==> config.mk <==
export PLATFORM = sky130hd
export DESIGN_NAME = pipe_stage_reg
export DESIGN_NICKNAME = d
export VERILOG_FILES = /design/src/rtl/mcpu_pipe_pkg.sv /design/src/rtl/pipe_skid_buf.sv /design/src/rtl/pipe_stage_reg.sv
export SDC_FILE = /design/constraint.sdc
export NUM_CORES = 1
export LEC_CHECK = 0
export BUFFER_PORTS_ARGS = -buffer_cell sky130_fd_sc_hd__buf_2
export CAP_MARGIN = 20
export CORE_ASPECT_RATIO = 0.6
export CORE_MARGIN = 3
export CORE_UTILIZATION = 46
export DETAILED_ROUTE_END_ITERATION = 12
export HOLD_SLACK_MARGIN = 0.12
export PLACE_DENSITY = 0.86
export SYNTH_ARGS = -nofsm -noshare
export SYNTH_HDL_FRONTEND = slang
export SYNTH_SLANG_ARGS = --single-unit
==> constraint.sdc <==
create_clock -name clk -period 1.88 [get_ports clk]
set_clock_uncertainty 0.1 [all_clocks]
set_input_delay 0.094 -clock clk [delete_from_list [all_inputs] [get_ports clk]]
set_output_delay 0.094 -clock clk [all_outputs]
set_load 0.05 [all_outputs]
==> src/rtl/mcpu_pipe_pkg.sv <==
// Shared types and helpers for the multi-cycle CPU pipeline registers.
// Default widths, beat bundle and a saturating increment.
package mcpu_pipe_pkg;

    localparam int PIPE_WIDTH = 32;
    localparam int PIPE_CNT_W = 16;

    typedef struct packed {
        logic                  valid;
        logic [PIPE_WIDTH-1:0] data;
    } pipe_beat_t;

    // Increment v, holding at the all-ones value of a w-bit counter.
    function automatic logic [31:0] sat_inc(
        input logic [31:0] v,
        input int          w
    );
        logic [31:0] max;
        max = 32'hFFFF_FFFF >> (32 - w);
        return (v >= max) ? v : v + 32'd1;
    endfunction

endpackage

==> src/rtl/pipe_skid_buf.sv <==
// Second holding register for pipe_stage_reg: catches the beat accepted
// while the main register is stalled, so in_ready can come from a flop.
module pipe_skid_buf
    import mcpu_pipe_pkg::*;
#(
    parameter int               WIDTH     = PIPE_WIDTH,
    parameter logic [WIDTH-1:0] RESET_VAL = '0
) (
    input  logic             clk,
    input  logic             rst,
    input  logic             flush,
    input  logic             load,
    input  logic             pop,
    input  logic [WIDTH-1:0] in_data,
    output logic             skid_valid,
    output logic [WIDTH-1:0] skid_data
);

    // Capture on load, release on pop; flush drops the beat, keeps the data.
    always_ff @(posedge clk) begin
        if (rst) begin
            skid_valid <= 1'b0;
            skid_data  <= RESET_VAL;
        end else if (flush) begin
            skid_valid <= 1'b0;
        end else if (load) begin
            skid_valid <= 1'b1;
            skid_data  <= in_data;
        end else if (pop) begin
            skid_valid <= 1'b0;
        end
    end

endmodule

==> src/rtl/pipe_stage_reg.sv <==
// Elastic valid/ready pipeline register with flush and stall counter.
// Define PIPE_STAGE_REG_SKID_EN to build the skid buffer (registered in_ready).
module pipe_stage_reg
    import mcpu_pipe_pkg::*;
#(
    parameter int               WIDTH     = PIPE_WIDTH,
    parameter logic [WIDTH-1:0] RESET_VAL = '0,
    parameter int               CNT_W     = PIPE_CNT_W
) (
    input  logic             clk,
    input  logic             rst,
    input  logic             flush,
    input  logic             in_valid,
    input  logic [WIDTH-1:0] in_data,
    output logic             in_ready,
    output logic             out_valid,
    output logic [WIDTH-1:0] out_data,
    input  logic             out_ready,
    input  logic             cnt_clr,
    output logic [CNT_W-1:0] stall_cnt
);

    logic             load_main;
    logic             accept;
    logic             skid_valid;
    logic [WIDTH-1:0] skid_data;

    assign load_main = ~out_valid | out_ready;
    assign accept    = in_valid & in_ready;

`ifdef PIPE_STAGE_REG_SKID_EN
    // Ready depends only on the skid flop, never on out_ready.
    assign in_ready = ~skid_valid & ~flush & ~rst;

    pipe_skid_buf #(
        .WIDTH     (WIDTH),
        .RESET_VAL (RESET_VAL)
    ) u_skid (
        .clk        (clk),
        .rst        (rst),
        .flush      (flush),
        .load       (~load_main & accept),
        .pop        (load_main & skid_valid),
        .in_data    (in_data),
        .skid_valid (skid_valid),
        .skid_data  (skid_data)
    );
`else
    // Single-entry build: ready follows the downstream combinationally.
    assign in_ready   = load_main & ~flush & ~rst;
    assign skid_valid = 1'b0;
    assign skid_data  = RESET_VAL;
`endif

    // Main register: refill from skid first, else from the input.
    always_ff @(posedge clk) begin
        if (rst) begin
            out_valid <= 1'b0;
            out_data  <= RESET_VAL;
        end else if (flush) begin
            out_valid <= 1'b0;
        end else if (load_main) begin
            if (skid_valid) begin
                out_valid <= 1'b1;
                out_data  <= skid_data;
            end else begin
                out_valid <= accept;
                if (accept) begin
                    out_data <= in_data;
                end
            end
        end
    end

    // Saturating count of cycles a beat waits on the downstream.
    always_ff @(posedge clk) begin
        if (rst) begin
            stall_cnt <= '0;
        end else if (cnt_clr) begin
            stall_cnt <= '0;
        end else if (out_valid & ~out_ready) begin
            stall_cnt <= CNT_W'(sat_inc(32'(stall_cnt), CNT_W));
        end
    end

endmodule
==> results.md, run 1 <==
- RSZ-0062 raised after global routing: false
- R2R Setup Slk: 0.1 ns
- DR vias/cell: 5.222
- Post-Syn Area: 1989 µm²
- Main flop type after synthesis: dfxtp_1
- FP Rows: 17
- Post-route antenna net violation count: 0
- DRC viols: 0
- Vias in the first global route: 2,009
- CP startpoint: rst
- Levels on crit path: 5
- Top-area cell type share of the netlist area: 49.31%
- Nets: 400
- Reg2reg path depth: 6
- Top post-synthesis cells by area: dfxtp_1 49%, nand2_1 14%, a21oi_1 10%
- Diode count: 0
- Clock Latency Late Sink: 0.30 ns
- Vias post-DR: 2,188
- Clock transition at path regs: 0.09 ns
- Avg WL per Cell: 14.07 µm
- Worst setup path endpoint: in_ready
- Largest net degree at the start of global routing: 33
- WP data required: 1.69 ns
- Syn Nets: 278
- R2r startpoint: stall_cnt[0]
- IO Pins: 88
- Routed length on met3: 396 µm
- CTS tree: yes
- Kind of critical path: input pin to output pin
- Synthesized area per cell: 8.324 µm²
- MaxCap Viol Count: 0
- Layout cells sized above 1: 33.15%
- Min Hold Slack: 0.1779 ns
- Mapped Cells: 239
- Synth area leader: dfxtp_1
- EDFF count, synth: 0
- Yosys reg bits: 49
- Met2 WL post-DR: 2.879 mm
- Fmax: 560.5 MHz
- Core area: 3914 µm²
- Initial antenna violation count: 0
- Final period demand of the worst path: 1.784 ns
- Total GRT Usage: 22.82%
- Worst vdd ir: 0.0004925 V
- Hold Vio Cnt, Final: 0
- Outcome: finished, final reports clean
- Top Family by Delay on Critical Path: buffers and inverters
- Synthesis Warnings: 0
- Placed cell area: 2474 µm²
- Routability congestion estimate: 0.8652
- Ys async rst share: 0%
- Die Span Y: 56.94 µm
- Initial core utilization: 50.83%
- PD cells: 671.1 nW/µm²
- Area Overhead vs Synth: 47.80%
- CP Max Fanout: 32
- Final-layout fill cell count: 317
- Post-layout util: 75.13%
- Worst Setup End Kind: output pin
- Final HPWL DP: 3.807 mm
- Worst path arrival time: 1.59 ns
- Clk sinks: 49
- Bufs and invs on worst path: 4
- Lkg Pwr: 0.001272 µW
- Worst setup SP type: input pin
- Top-count cell post-synth: nand2_1
- Cell mode on critical path: buf_2
- Max incr delay on CP: 0.55 ns
- Hold Crit Class: input pin to flop
- CTS root buffer: clkbuf_8
- H-tree depth: 2
- Slowest cell on the critical path: dlygate4sd3_1
- Die ar.: 5176 µm²
- Setup TNS: 0 ns
- # setup viols final: 0
- Max Used Layer: met4
- PortBufs: 87
- CTS Buf Count: 5
- Max_slew headroom: 66.06%
- Power consumption: 1973 µW
- Die W: 90.90 µm
- Post-route cell area: 2940 µm²
- FF-to-FF End: stall_cnt[2]
- Distinct cells, synth: 36
- Register area share after synthesis: 49.31%
- Final WL: 5.895 mm
- M1 wire length: 2.562 mm
- First-pass GRT wire length: 9.570 mm
- Cell Chain, Critical Path: dlygate4sd3_1 -> buf_2 -> buf_4 -> nor3_2 -> buf_2
- Worst-case clock buffer depth: 2
- Commonest cells post-synth: 72 x nand2_1, 49 x dfxtp_1, 40 x a21oi_1
- DR iter-0 viols: 134
- Worst slew pin tran: 0.5073 ns
- GR Overflow Total: 0
- Fin crit share: 94.90%
- Pre-Repair DR Iteration Count: 4
- Final Max Tran Viols: 0
==> state kept, by name (all words and copies together), names as in the netlist <==
name / count
stall_cnt: 16
out_valid: 1
out_data: 32
==> worst min path at each step <==
stage,start,to,slack [ns],cells after the start
after floorplan,in_valid,out_valid,0.12,1
after global placement,in_valid,out_valid,0.23,2
after detailed placement,in_valid,out_valid,0.24,2
after CTS,out_ready,stall_cnt[2],0.16,4
after global routing,out_ready,stall_cnt[2],0.17,4
final,out_ready,stall_cnt[2],0.18,4
==> stage by stage <==
| step | instances | worst slack, ns |
|---|---|---|
| 2_1_floorplan | 239 | -0.0009789 |
| 3_3_place_gp | 374 | 0.1693 |
| 3_5_place_dp | 374 | 0.04336 |
| 4_1_cts | 418 | 0.03082 |
| 5_1_grt | 419 | 0.01694 |
| 6_report | 419 | 0.09597 |
==> final cells by class <==
| type | count | area, µm² | share of cell area, % |
|---|---|---|---|
| clock buffer | 6 | 72.57 | 2.468 |
| clock inverter | 2 | 15.01 | 0.5106 |
| inverter | 2 | 7.507 | 0.2553 |
| multi-input combinational | 175 | 948.4 | 32.26 |
| sequential | 49 | 992.2 | 33.74 |
| tap | 57 | 71.32 | 2.426 |
| timing repair buffer | 128 | 833.3 | 28.34 |
==> placed cells by master (no fill, tap or decap), drive strengths merged, types with 6 or more instances in the layout <==
master and n:
nand2 73, dlygate4sd3 36, dfxtp 49, nor2 6, buf 92, clkbuf 6
a21oi 40, nand4 6
==> layer usage <==
layer | vias up | track usage (%)
li1 | 1085 | -
met1 | 1012 | 29.07
met2 | 84 | 39.52
met3 | 7 | 5.402
met4 | 0 | 6.009
met5 | - | 0
==> what timing repair did <==
item | 4_1_cts | 5_1_grt
hold buffers | 36 | 0
endpoints found under the hold margin | 36 | 0
endpoints found under the setup margin | 0 | 7
resized for setup | 0 | 2
buffers inserted | 0 | 1
==> worst min-delay path, cell delays in order <==
cell,delay [ns]
buf_2,0.10
and3b_1,0.21
nor2_1,0.09
a311oi_1,0.05
==> report_power, final <==
part / total [µW] / internal (µW) / leakage [µW] / switching (µW)
registers: 1070 / 1060 / 0.000402 / 12.5
clock network: 606 / 262 / 0.0000374 / 343
logic: 294 / 117 / 0.000833 / 178
total: 1970 / 1440 / 0.00127 / 533
==> cells by family (layout without fill, tap and decap cells) <==
kind of cell | after synthesis | in the layout | share of synthesized area, %
compound gates | 59 | 59 | 17.23
fa+ha+maj | 1 | 1 | 0.6288
buf+inv | 15 | 138 | 3.837
flops | 49 | 49 | 49.31
mux | 3 | 3 | 1.509
simple gates | 112 | 112 | 27.49
No activity file was read; power rests on OpenSTA's default activity.
==> run 2, diff against run 1 <==
Settings changed: REMOVE_ABC_BUFFERS from default to 1.
==> results.md, run 2 (same netlist as run 1, synthesis figures left out) <==
- Lkg Pwr: 0.001292 µW
- FP Rows: 17
- Worst path arrival time: 1.93 ns
- Outcome: finished, final reports clean
- IO Pins: 88
- Internal power: 1441 µW
- Worst-case clock buffer depth: 2
- Final-layout fill cell count: 302
- Final WL: 6.126 mm
- Largest net degree at the start of global routing: 33
- PortBufs: 87
- Layout cells sized above 1: 31.88%
- Total GRT Usage: 23.23%
- Max_slew headroom: 67.02%
- Hold Crit Class: input pin to flop
- P_sw: 528.8 µW
- Power share of the combinational group: 14.9%
- Kind of critical path: flop to flop
- Die W: 90.90 µm
- DRC viols: 0
- Worst vdd ir: 0.0005091 V
- Final period demand of the worst path: 1.844 ns
- Routability congestion estimate: 0.8473
- Final HPWL DP: 3.884 mm
- Final Max Tran Viols: 0
- Worst Setup End Kind: flop
- Nets: 405
- Worst setup SP type: flop
- Die Span Y: 56.94 µm
- Initial antenna violation count: 0
- Post-layout util: 75.83%
- Switching share of power: 26.85%
- PD cells: 663.6 nW/µm²
- Area of the multi-input gates: 948.4 µm²
- DR vias/cell: 5.257
- Fmax: 542.2 MHz
- CTS Buf Count: 5
- Worst slew pin tran: 0.4929 ns
- Initial core utilization: 50.83%
- Fin crit share: 98.10%
- Die ar.: 5176 µm²
- Setup TNS: 0 ns
- Max reg flops: 32
- Core area: 3914 µm²
- Most flop-heavy register: out_data
- Hold Vio Cnt, Final: 0
- Commonest non-fill, non-tap cell in the layout: buf_2
- Area Overhead vs Synth: 49.18%
- MaxCap Viol Count: 0
- Avg WL per Cell: 14.45 µm
- Clk sinks: 49
- Register area: 982.2 µm²
- # setup viols final: 0
- Vias post-DR: 2,229
- Post-route antenna net violation count: 0
- Pre-Repair DR Iteration Count: 5
- Vias in the first global route: 2,066
- Clock share of power: 30.6%
- Sequential power share: 54.5%
- CP Max Fanout: 8
- First-pass GRT wire length: 9.839 mm
- Leading cell types in the layout, fill and taps excluded: 87 x buf_2, 71 x nand2_1, 48 x dfxtp_1, 40 x a21oi_1, 36 x dlygate4sd3_1
- CTS tree: yes
- WP data required: 1.97 ns
- Largest registers: out_data (32), stall_cnt (16), out_valid (1)
- DR iter-0 viols: 173
- H-tree depth: 2
- Diode count: 0
- CTS root buffer: clkbuf_8
- Clock transition at path regs: 0.09 ns
- GR Overflow Total: 0
- Clock Latency Late Sink: 0.29 ns
-- run 2: cell types whose count changed in the layout (fill, tap and decap cells not counted), sizes merged --
cell / previous run / this run
buf: 92 / 97
-- run 2: final cells by class --
class | count | area share (%)
Multi-Input combinational cell | 175 | 31.96
Timing Repair Buffer | 133 | 29.34
Inverter | 2 | 0.2530
Sequential cell | 49 | 33.09
Clock inverter | 2 | 0.5059
Tap cell | 57 | 2.403
Clock buffer | 6 | 2.445
-- run 2: repair_timing --
| action | CTS | global route |
|---|---|---|
| gates resized for setup | 0 | 4 |
| hold endpoints to repair | 35 | 0 |
| hold buffers | 36 | 0 |
| endpoints found under the setup margin | 0 | 10 |
| buffers inserted | 0 | 3 |
-- run 2: metrics by stage --
| stage | hold WS [ns] | area [µm²] | power [µW] | instances | worst slack, ns |
|---|---|---|---|---|---|
| 2_1_floorplan | 0.06307 | 1921 | 1234 | 226 | -0.1551 |
| 3_3_place_gp | 0.2291 | 2480 | 1324 | 377 | 0.1468 |
| 3_5_place_dp | 0.2405 | 2480 | 1328 | 377 | 0.02612 |
| 4_1_cts | 0.1740 | 2928 | 1986 | 421 | 0.007216 |
| 5_1_grt | 0.2458 | 2968 | 2050 | 424 | -0.06412 |
| 6_report | 0.2257 | 2968 | 1969 | 424 | 0.03580 |
-- run 2: metal layers --
metal  global-route usage, %  vias up  share of wire, %
met4                   5.150        0               1.0
met5                       0        -                 0
met3                   5.534        8               7.6
li1                        -     1091                 -
met2                   39.09      104                47
met1                   30.83     1026                44
-- run 2: worst max-delay path: stages, from the launching register on --
cell      delay (ns)
dfxtp_2         0.41
ha_1            0.24
nand3_2         0.13
nor4_4          0.28
buf_4           0.19
nor2_2          0.06
a311oi_1        0.33
-- run 2: power by group through the flow --
stage | Combinational [µW] | Sequential (µW) | Clock (µW)
floorplan | 53.6 | 1180 | 0
global placement | 229 | 1100 | 0
detailed placement | 231 | 1100 | 0
CTS | 288 | 1070 | 625
global route | 315 | 1080 | 658
finish | 294 | 1070 | 602
-- run 2: worst paths after layout --
check	from	slack [ns]	to	cells after the start
min reg2reg	out_data[22]	0.36	out_data[22]	2
max reg2reg	stall_cnt[0]	0.04	stall_cnt[2]	6
min	rst	0.23	stall_cnt[1]	4
max	stall_cnt[0]	0.04	stall_cnt[2]	6
==> run 3, diff against run 2 <==
Settings changed: ABC_AREA from default to 1, CORE_UTILIZATION 46 to 48, PLACE_DENSITY 0.86 to 0.87.
==> results.md, run 3 <==
- Outcome: finished with violations
- Failing checks: setup timing
- Max incr delay on CP: 0.61 ns
- Top-count cell post-synth: nand2_1
- Synth area leader: dfxtp_1
- Commonest cells post-synth: 72 x nand2_1, 49 x dfxtp_1, 43 x nand3_1
- Worst Setup End Kind: flop
- IO Pins: 88
- Clock transition at path regs: 0.09 ns
- Sequential power share: 52.6%
- FP Rows: 18
- Nets: 472
- Layout cells sized above 1: 31.57%
- GR Overflow Total: 0
- Largest registers: out_data (32), stall_cnt (16), out_valid (1)
- Hold Crit Class: input pin to flop
- Top-area cell type share of the netlist area: 43.36%
- First-pass GRT wire length: 11.59 mm
- CTS tree: yes
- Final HPWL DP: 4.447 mm
- Clock share of power: 30.5%
- Distinct cells, synth: 27
- Die ar.: 5599 µm²
- PD cells: 615.9 nW/µm²
- Vias in the first global route: 2,402
- Main flop type after synthesis: dfxtp_1
- Fmax: 522.6 MHz
- Register area share after synthesis: 43.36%
- Worst setup SP type: input pin
- Slowest cell on the critical path: dlygate4sd3_1
- Post-layout util: 76.62%
- PortBufs: 87
- Total GRT Usage: 26.74%
- Core area: 4324 µm²
- Post-Syn Area: 2262 µm²
- Switching share of power: 28.32%
- Hold Vio Cnt, Final: 0
- Top post-synthesis cells by area: dfxtp_1 43%, nand2_1 12%, nand3_1 9.5%
- Clock Latency Late Sink: 0.30 ns
- Die Span Y: 59.18 µm
- CP startpoint: flush
- Mapped Cells: 304
- FF-to-FF End: out_data[7]
- Kind of critical path: input pin to flop
- Lkg Pwr: 0.001456 µW
- P_sw: 577.9 µW
- Commonest non-fill, non-tap cell in the layout: buf_2
- Min Hold Slack: 0.1005 ns
- Reg2reg path depth: 7
- Internal power: 1463 µW
- DR vias/cell: 5.234
- CTS Buf Count: 5
- Yosys reg bits: 49
- Worst slew pin tran: 0.2982 ns
- Max_slew headroom: 80.12%
- Setup slack after layout: -0.03364 ns
- Post-route antenna net violation count: 0
- Cell Chain, Critical Path: dlygate4sd3_1 -> buf_2 -> nor2_2 -> inv_2 -> nor2_8 -> buf_12 -> nand3_1 -> dlygate4sd3_1 -> a21oi_2
- # setup viols final: 1
- Worst vdd ir: 0.0005966 V
- MaxCap Viol Count: 0
- DRC viols: 0
- Clk sinks: 49
- Vias post-DR: 2,591
- Area Overhead vs Synth: 46.46%
- EDFF count, synth: 0
- Synthesized area per cell: 7.441 µm²
- Cell mode on critical path: dlygate4sd3_1
- Ys async rst share: 0%
- Routability congestion estimate: 0.9453
- DR iter-0 viols: 202
- R2r startpoint: out_valid
- Synthesis Warnings: 0
- Initial core utilization: 52.31%
- R2R Setup Slk: 0.13 ns
- Avg WL per Cell: 15.10 µm
- Final WL: 7.476 mm
- Post-route cell area: 3313 µm²
- Power share of the combinational group: 16.9%
- Worst path arrival time: 2.05 ns
- Max reg flops: 32
- Pre-Repair DR Iteration Count: 5
- Fin crit share: 101.8%
- Worst-case clock buffer depth: 2
- Final period demand of the worst path: 1.914 ns
- Placed cell area: 2715 µm²
- Initial antenna violation count: 1
- Hold Path Depth: 3
- CP Max Fanout: 8
- WP data required: 2.02 ns
- H-tree depth: 2
- WHS Endpoint: out_data[11]
- RSZ-0062 raised after global routing: true
- Die W: 94.63 µm
- Leading cell types in the layout, fill and taps excluded: 86 x buf_2, 72 x nand2_1, 49 x dfxtp_1, 43 x nand3_1, 41 x dlygate4sd3_1
- Final Max Tran Viols: 0
- Worst hold start: in_valid
- Largest net degree at the start of global routing: 34
- CTS root buffer: clkbuf_8
- Most flop-heavy register: out_data
- Setup TNS: -0.03364 ns
run 3: cell count changes in the layout (fill, tap and decap cells not counted), sizes merged, moves of 5 or more:
cell / change
nor2: +39
or4: -5
nand2: +6
dlygate4sd3: +5
nand3: +40
o31ai: -5
inv: +13
run 3: worst max-delay path by stage:
stage | end | slack (ns) | cells past startpoint
floorplan | out_data[0] | 0.00002 | 6
global placement | stall_cnt[10] | 0.38 | 8
detailed placement | stall_cnt[14] | 0.32 | 8
CTS | out_data[1] | 0.04 | 8
global route | out_data[7] | -0.09 | 9
finish | out_data[7] | -0.03 | 9
run 3: final cells by class:
cell class / instances / area (µm²)
fillers: 317 / 1011
inverters: 16 / 62.56
repair buffers: 138 / 958.4
clock buffers: 6 / 72.57
flip-flops and latches: 49 / 980.9
diodes: 1 / 2.502
clock inverters: 2 / 15.01
well taps: 60 / 75.07
multi-input cells: 223 / 1146
run 3: kinds of logic (layout without fill, tap and decap cells):
family	Yosys count	in the layout	share of synthesized area, %
fa+ha+maj	1	1	0.5530
simple gates	176	176	38.83
other cells	0	1	0
compound gates	46	46	10.29
buf+inv	32	162	6.969
flops	49	49	43.36
run 3: worst max-delay path: cells and delay by family:
family | cells | cell delay [ns]
buf+inv | 5 | 1.48
compound gates | 1 | 0.14
simple gates | 3 | 0.33
run 3: power by group through the flow:
stage | registers (µW) | clock network (µW) | logic [µW]
finish | 1070 | 623 | 345
global route | 1080 | 680 | 365
CTS | 1070 | 624 | 321
detailed placement | 1100 | 0 | 254
global placement | 1090 | 0 | 250
floorplan | 1180 | 0 | 63.1
run 3: what timing repair did:
| item | CTS | global route |
|---|---|---|
| hold buffers | 49 | 0 |
| gates resized for setup | 0 | 12 |
| setup buffers | 0 | 3 |
| endpoints found under the hold margin | 34 | 0 |
| setup endpoints to repair | 0 | 12 |
run 3: stage by stage:
stage          std cells  setup WS [ns]  total power, µW
4_1_cts              497        0.03554             2017
2_1_floorplan        288     0.00001887             1239
3_3_place_gp         440         0.3787             1344
3_5_place_dp         440         0.3199             1349
6_report             495       -0.03364             2041
5_1_grt              495       -0.09196             2121
run 3: per-layer routing:
layer / GRT usage, % / wire length, µm
met1: 33.96 / 3096
met2: 44.79 / 3608
met3: 5.584 / 526
met4: 11.09 / 244
met5: 0 / 0
